==> src/rtl/mem_arb_pkg.sv <==
// Shared types and constants for the core memory port arbiter.
//   req_id_t : identifies a requester (instruction fetch or load/store)
//   INSTR_W  : width of a fetched instruction
package mem_arb_pkg;

    typedef enum logic {
        REQ_I = 1'b0,
        REQ_D = 1'b1
    } req_id_t;

    localparam int INSTR_W = 32;

endpackage

==> src/rtl/mem_port_arbiter_resp_slot.sv <==
// resp_slot: one-entry valid/ready holding register for a memory response.
//   clk, rst   : clock, asynchronous active-high reset
//   load       : capture load_data this cycle (a new grant)
//   load_data  : payload to capture
//   valid      : slot holds a response
//   ready      : consumer takes the held response this cycle
//   data       : held payload
// A load in the same cycle as a drain replaces the entry, so valid stays 1.
module resp_slot #(
    parameter int W = 8
) (
    input  logic         clk,
    input  logic         rst,
    input  logic         load,
    input  logic [W-1:0] load_data,
    output logic         valid,
    input  logic         ready,
    output logic [W-1:0] data
);

    // NOTE: state registers use non-blocking assignments so every flop samples
    // pre-edge values regardless of process ordering.
    always_ff @(posedge clk or posedge rst) begin
        if (rst) begin
            valid <= 1'b0;
            // NOTE: the payload is reset too because it is visible on the
            // response ports and must read 0 after reset, not just be masked
            // by valid.
            data  <= '0;
        end else begin
            if (load) begin
                valid <= 1'b1;
                data  <= load_data;
            end else if (ready) begin
                valid <= 1'b0;
            end
        end
    end

endmodule

==> src/rtl/mem_port_arbiter.sv <==
// mem_port_arbiter: shares the single-ported core memory between the
// instruction-fetch requester (i_*) and the load/store requester (d_*).
//   clk, rst        : clock, asynchronous active-high reset
//   i_req_*         : fetch request channel (valid/ready, addr)
//   i_resp_*        : fetch response channel (valid/ready, instr, exc)
//   d_req_*         : data request channel (valid/ready, addr, data, wren, mask)
//   d_resp_*        : data response channel (valid/ready, data, exc)
//   m_*             : memory port; read data and exc are combinational for
//                     m_addr, writes commit at posedge when m_wren is high
// One grant per cycle, round-robin between the two requesters; each response
// is captured at the grant edge into that requester's holding slot.
module mem_port_arbiter
    import mem_arb_pkg::*;
#(
    parameter int ADDR_W = 64,
    parameter int DATA_W = 64
) (
    input  logic                clk,
    input  logic                rst,
    input  logic                i_req_valid,
    output logic                i_req_ready,
    input  logic [ADDR_W-1:0]   i_req_addr,
    output logic                i_resp_valid,
    input  logic                i_resp_ready,
    output logic [INSTR_W-1:0]  i_resp_instr,
    output logic                i_resp_exc,
    input  logic                d_req_valid,
    output logic                d_req_ready,
    input  logic [ADDR_W-1:0]   d_req_addr,
    input  logic [DATA_W-1:0]   d_req_data,
    input  logic                d_req_wren,
    input  logic [DATA_W/8-1:0] d_req_mask,
    output logic                d_resp_valid,
    input  logic                d_resp_ready,
    output logic [DATA_W-1:0]   d_resp_data,
    output logic                d_resp_exc,
    output logic [ADDR_W-1:0]   m_addr,
    output logic [DATA_W-1:0]   m_data,
    output logic                m_wren,
    output logic [DATA_W/8-1:0] m_mask,
    input  logic [DATA_W-1:0]   m_resp,
    input  logic                m_exc
);

    req_id_t prio;
    req_id_t prio_next;
    logic    elig_i;
    logic    elig_d;
    logic    grant_i;
    logic    grant_d;

    // NOTE: every signal driven here gets a default first, so no path through
    // the block leaves a value unassigned and no latch is inferred.
    always_comb begin
        elig_i    = 1'b0;
        elig_d    = 1'b0;
        grant_i   = 1'b0;
        grant_d   = 1'b0;
        prio_next = prio;

        // A slot that drains this cycle can accept the next response at once.
        elig_i = i_req_valid & (~i_resp_valid | i_resp_ready);
        elig_d = d_req_valid & (~d_resp_valid | d_resp_ready);

        // Grants are suppressed during reset so no write can reach memory.
        if (!rst) begin
            grant_i = elig_i & (~elig_d | (prio == REQ_I));
            grant_d = elig_d & (~elig_i | (prio == REQ_D));
        end

        if (grant_i) begin
            prio_next = REQ_D;
        end else if (grant_d) begin
            prio_next = REQ_I;
        end
    end

    always_ff @(posedge clk or posedge rst) begin
        if (rst) begin
            prio <= REQ_I;
        end else begin
            prio <= prio_next;
        end
    end

    assign i_req_ready = grant_i;
    assign d_req_ready = grant_d;

    // The idle cycle still presents the fetch address so the read path stays
    // quiet on the data bus and mask.
    always_comb begin
        m_addr = i_req_addr;
        m_data = '0;
        m_mask = '0;
        if (grant_d) begin
            m_addr = d_req_addr;
            m_data = d_req_data;
            m_mask = d_req_mask;
        end
    end

    assign m_wren = grant_d & d_req_wren & ~m_exc;

    logic [INSTR_W:0] i_load_data;
    logic [INSTR_W:0] i_slot_data;
    logic [DATA_W:0]  d_load_data;
    logic [DATA_W:0]  d_slot_data;

    assign i_load_data = {m_exc, m_resp[INSTR_W-1:0]};
    assign d_load_data = {m_exc, (d_req_wren ? {DATA_W{1'b0}} : m_resp)};

    resp_slot #(.W(INSTR_W + 1)) u_i_slot (
        .clk       (clk),
        .rst       (rst),
        .load      (grant_i),
        .load_data (i_load_data),
        .valid     (i_resp_valid),
        .ready     (i_resp_ready),
        .data      (i_slot_data)
    );

    resp_slot #(.W(DATA_W + 1)) u_d_slot (
        .clk       (clk),
        .rst       (rst),
        .load      (grant_d),
        .load_data (d_load_data),
        .valid     (d_resp_valid),
        .ready     (d_resp_ready),
        .data      (d_slot_data)
    );

    assign i_resp_exc   = i_slot_data[INSTR_W];
    assign i_resp_instr = i_slot_data[INSTR_W-1:0];
    assign d_resp_exc   = d_slot_data[DATA_W];
    assign d_resp_data  = d_slot_data[DATA_W-1:0];

endmodule

==> config.mk <==
export PLATFORM = sky130hd
export DESIGN_NAME = mem_port_arbiter
export DESIGN_NICKNAME = d
export VERILOG_FILES = /design/src/rtl/mem_arb_pkg.sv /design/src/rtl/mem_port_arbiter_resp_slot.sv /design/src/rtl/mem_port_arbiter.sv
export SDC_FILE = /design/constraint.sdc
export NUM_CORES = 1
export LEC_CHECK = 0
export BUFFER_PORTS_ARGS = -buffer_cell sky130_fd_sc_hd__clkbuf_2
export CAP_MARGIN = 25
export CORE_AREA = 5 5 196 198
export CTS_CLUSTER_SIZE = 12
export DETAILED_ROUTE_END_ITERATION = 6
export DIE_AREA = 0 0 201 203
export PLACE_DENSITY = 0.43
export SLEW_MARGIN = 0
export SYNTH_ARGS = -nofsm -noshare
export SYNTH_HDL_FRONTEND = slang
export SYNTH_HIERARCHICAL = 1
export SYNTH_SLANG_ARGS = --single-unit
==> constraint.sdc <==
create_clock -name clk -period 1.9 [get_ports clk]
set_clock_uncertainty 0.15 [all_clocks]
set_input_delay 0.285 -clock clk [delete_from_list [all_inputs] [get_ports clk]]
set_output_delay 0.285 -clock clk [all_outputs]
set_load 0.03 [all_outputs]
# After elaboration in Yosys (flattened, before gate mapping)
# Index checks and enable logic that the tools add are counted.
[word_totals]
output_inout_bits = 239
elab_cells = 36
ram_bits = 0
in_bits = 272
latch_bits = 0
mem_bits_ro = 0
memories = 0
regBits = 101
[op_classes]
n_mul = 0
add_sub_neg = 0
order_cmp = 0
eq_ne = 0
n_reduce_logical = 3
div_mod_pow = 0
n_mux = 12
n_bitwise = 16
shifts = 0
[ops]
columns = ["operator", "count"]
rows = [
  ["$mux W64", 3],
  ["$mux W1", 8],
  ["$mux W8", 1],
  ["$and A1 B1 Y1", 6],
  ["$not A1 Y1", 6],
  ["$reduce_bool A2 Y1", 3],
  ["$or A1 B1 Y1", 4],
]

# Depth between registers and ports, before layout
[logic_depth]
ltp_word = 9
ltp_mapped = 7

# Cells and area by module
# Netlist, hierarchy kept.
[modules_own_cells]
columns = ["mod", "n_inst", "seq_area_each_um2", "area_per_inst_um2", "cells_each"]
rows = [
  ["resp_slot at u_d_slot", 1, 1651.6, 2611.3, 141],
  ["mem_port_arbiter", 1, 25.0, 1804.2, 236],
  ["resp_slot at u_i_slot", 1, 850.8, 1417.6, 74],
]

# Worst setup path after synthesis
# Ideal clock, no wire load.
[synth_timing]
path_kind = "flip-flop to flip-flop"
start = "register u_d_slot.valid"
end = "register u_d_slot.data[0]"
setup_slack_ps = -359
setup_ps = 125
stages_incl_launch_ff = 8
arrival_ps = 1984
t_required_ps = 1625
cell_sequence = "dfrtp_1 -> nor2b_1 -> a211oi_2 -> buf_4 -> buf_2 -> buf_6 -> buf_6 -> mux2_4"
[synth_via]
elab_chain_cells = 5
[synth_lines]
columns = ["item", "line", "rtl"]
rows = [
  ["from (decl)", "mem_port_arbiter_resp_slot.sv:16", "output logic valid,"],
  ["from (signal assigned)", "mem_port_arbiter_resp_slot.sv:25", "valid <= 1'b0;"],
  ["from (signal assigned)", "mem_port_arbiter_resp_slot.sv:32", "valid <= 1'b1;"],
  ["from (signal assigned)", "mem_port_arbiter_resp_slot.sv:35", "valid <= 1'b0;"],
  ["$not A1 Y1", "mem_port_arbiter.sv:63", "elig_d = d_req_valid & (~d_resp_valid | d_resp_ready);"],
  ["$or A1 B1 Y1", "mem_port_arbiter.sv:63", ""],
  ["$and A1 B1 Y1", "mem_port_arbiter.sv:63", ""],
  ["$and A1 B1 Y1", "mem_port_arbiter.sv:68", "grant_d = elig_d & (~elig_i | (prio == REQ_D));"],
  ["$mux W1", "mem_port_arbiter.sv:66", "if (!rst) begin"],
  ["via d_req_ready", "mem_port_arbiter.sv:28", "output logic d_req_ready,"],
  ["to (signal assigned)", "mem_port_arbiter_resp_slot.sv:33", "data <= load_data;"],
  ["to (decl)", "mem_port_arbiter_resp_slot.sv:18", "output logic [W-1:0] data"],
]
# The timed path passes the listed nets, and every way through them passes these cells.
# A chain may end at the register's enable or synchronous reset.

# Worst setup path in the final report
[layout_timing]
start = "register u_d_slot.valid"
end = "output m_addr[38]"
[layout_via]
elab_chain_cells = 6
[layout_lines]
columns = ["item", "line", "rtl"]
rows = [
  ["$not A1 Y1", "mem_port_arbiter.sv:63", ""],
  ["$or A1 B1 Y1", "mem_port_arbiter.sv:63", ""],
  ["$and A1 B1 Y1", "mem_port_arbiter.sv:63", ""],
  ["$and A1 B1 Y1", "mem_port_arbiter.sv:68", ""],
  ["$mux W1", "mem_port_arbiter.sv:66", ""],
  ["$mux W64", "mem_port_arbiter.sv:95", "if (grant_d) begin"],
  ["to (decl)", "mem_port_arbiter.sv:37", "output logic [ADDR_W-1:0] m_addr,"],
]
# No other way between the ends.

==> reports/metrics.yaml <==
run_status:
  status: "finished, violations left"
  violations: "negative setup slack"
floorplan:
  ios: 511
  die_area_mm2: 0.0408
  die_width_um: 201
  die_h_um: 203
  initial_core_util: 0.160
  fp.coreArea_mm2: 0.0363
  row_count: 70
clocking:
  cts_htree_levels: 3
  cts_made_buffers: 9
  path_clk_slew_ps: 80
  cts.path.max_buffers: 2
  worstSkewPairLatency_ps: 360
  clock_sinks: 101
  cts_root_buffer: "clkbuf_16"
  cts_tree: "done"
timing:
  final.setup.tns_ps: -81930
  rsz0062_at_grt: "yes"
  setup_viol: 200
  tightest_slew_ps: 538
  fmax_mhz: 402
  fin_crit_sh: 1.31
  fin_ws_ps: -590
  hold_violations: 0
  min_period_ps: 2490
  slew_violations: 0
  slew_headroom: 0.641
layout:
  areaGrowthSynthToFinish_pct: 103
  insertedDiodeCount: 0
  utilization: 0.325
  layout_common_cells: "371 x clkbuf_2, 107 x mux2_4, 99 x dfrtp_1"
  layout_commonest_cell: "clkbuf_2"
  fin_cells: 1508
  nNetsFinal: 1307
  final_layout_size_suffix_gt1_frac: 0.813
synthesis:
  netlist-cell-type-count: 21
  synth.avg_cell_area_um2: 12.9
  ys_seq_area_frac: 0.433
  syn_inst: 451
  netlist_area_mm2: 0.00583
  yosysWarnings: 6
  synth_fp_nets: 723
  synth-seq-cells: 101
placement:
  routabilityCongestion: 0.938
  place_inst: 1430
  hpwlAfterDp_mm: 24.5
  dp_slack_ps: -386
  portBuffers: 510
power_and_ir_drop:
  power_per_cell_area_mw_per_mm2: 838
  p_clk_frac: 0.208
  power_frac_seq: 0.299
  combPwrFrac: 0.493
  p_sw_mw: 3.91
  sw_frac_of_total: 0.395
  ir_worst_vdd_uv: 559
  leakage_nw: 6.07
  power.internal_mw: 5.99
worst_setup_path:
  path_max_fanout: 21
  ff2ff_path_depth: 11
  path_class: "reg -> out"
  critPathLaunchType: "flop"
  end_kind: "primary output"
  cp.arrival_ps: 2060
  required_ps: 1460
detailed_routing:
  drt-vias-per-instance: 3.77
  drc_errors: 0
  routedWlPerCell_um: 20.5
  dr_total_vias: 5689
  first_iter_violations: 236
  final_antenna_net_count: 0
  wl_mm: 30.9
  dr.pass1.iters: 4
grt:
  first_global_vias: 5999
  grt_usage: 0.138
  grt_max_degree: 51
  grt_pass1_wl_mm: 42.1
  antenna_found_initial: 3
  grt_overflow: 0
worst_hold_path:
  min_path_type: "in -> reg"
  worstHoldPathCells: 2
job:
  cap_viol_max_count: 0
## worst paths after layout
kind                       slack (ps)           endpoint              start
setup reg to reg                 -440  u_d_slot/data[43]     u_d_slot/valid
hold / removal                     30  u_i_slot/data[15]         m_resp[15]
hold reg to reg                   360  u_d_slot/data[14]  u_d_slot/data[14]
max in group asynchronous         890  u_i_slot/data[27]                rst
min in group asynchronous         140   u_i_slot/data[7]                rst
setup / recovery                 -590         m_addr[38]     u_d_slot/valid
## per-layer routing
metal / part of all wire / GRT usage / routed length, um / vias up
met3: 0.095 / 0.0562 / 2930 / 23
met2: 0.47 / 0.222 / 14600 / 248
li1: - / - / - / 2680
met4: 0.010 / 0.0265 / 322 / 4
met1: 0.42 / 0.177 / 13000 / 2734
met5: 0.0011 / 0 / 34 / -
## kinds of logic after synthesis
logic type | count (synthesis) | share of synthesized area
flops | 101 | 0.433
simple gates | 145 | 0.154
mux | 162 | 0.357
buf+inv | 38 | 0.0493
compound gates | 5 | 0.00643
## state kept, by name, summed over array words and instances (netlist names)
name and cells:
u_i_slot/data 33, u_d_slot/valid 1, u_d_slot/data 65, prio 1, u_i_slot/valid 1
## worst max-delay path: stages (launching register included)
cell and delay [ps]:
dfrtp_2 410, nor2b_4 150, a211oi_4 230, buf_12 180, buf_12 170, mux2_2 370
clkbuf_8 170
## power by group through the flow
stage          sequential, mW  combinational (mW)  clock, mW
2_1_floorplan            3.99                1.71          0
4_1_cts                  2.96                4.53       2.17
5_1_grt                  3.02                5.11       2.24
6_report                 2.96                4.88       2.06
3_5_place_dp             2.98                4.18          0
3_3_place_gp             2.98                4.17          0
## area by class of cell
cell class,count,area (um2)
clock inverter,7,103
inverter,5,22.5
fill,3712,24500
timing repair buffer,606,4990
tap,468,586
clock buffer,9,225
sequential,101,2530
multi-input combinational,312,3360
## stage by stage
stage          hold WS, ps  area [um2]  power [mW]
2_1_floorplan         -128        6040        5.70
3_5_place_dp          56.6        9320        7.15
3_3_place_gp          44.7        9320        7.15
4_1_cts               2.05       10800        9.66
6_report              25.8       11800        9.90
5_1_grt               9.69       11800        10.4
## synth_stat cells
master / n / area share
clkbuf_1: 7 / 0.0045
and2_1: 72 / 0.077
buf_12: 3 / 0.010
buf_4: 2 / 0.0026
mux2_1: 46 / 0.089
nand2b_1: 2 / 0.0021
a211oi_2: 1 / 0.0021
o21ai_0: 2 / 0.0017
mux2_2: 48 / 0.093
and3b_1: 1 / 0.0015
buf_6: 10 / 0.019
inv_1: 5 / 0.0032
nand3_1: 1 / 0.00086
a21o_1: 2 / 0.0026
nand2_1: 1 / 0.00064
clkbuf_2: 6 / 0.0051
dfrtp_1: 101 / 0.43
nor2_1: 2 / 0.0013
mux2_4: 68 / 0.18
nor2b_1: 66 / 0.071
buf_2: 5 / 0.0043
## what timing repair did
item | 4_1_cts | 5_1_grt
endpoints found under the setup margin | 181 | 217
resized for setup | 207 | 319
buffers inserted | 5 | 27
cloned | 1 | 9
endpoints found under the hold margin | 101 | 1
hold buffers | 20 | 1
pin swaps | 5 | 29
Note: power is estimated with default switching activity, not from simulation.
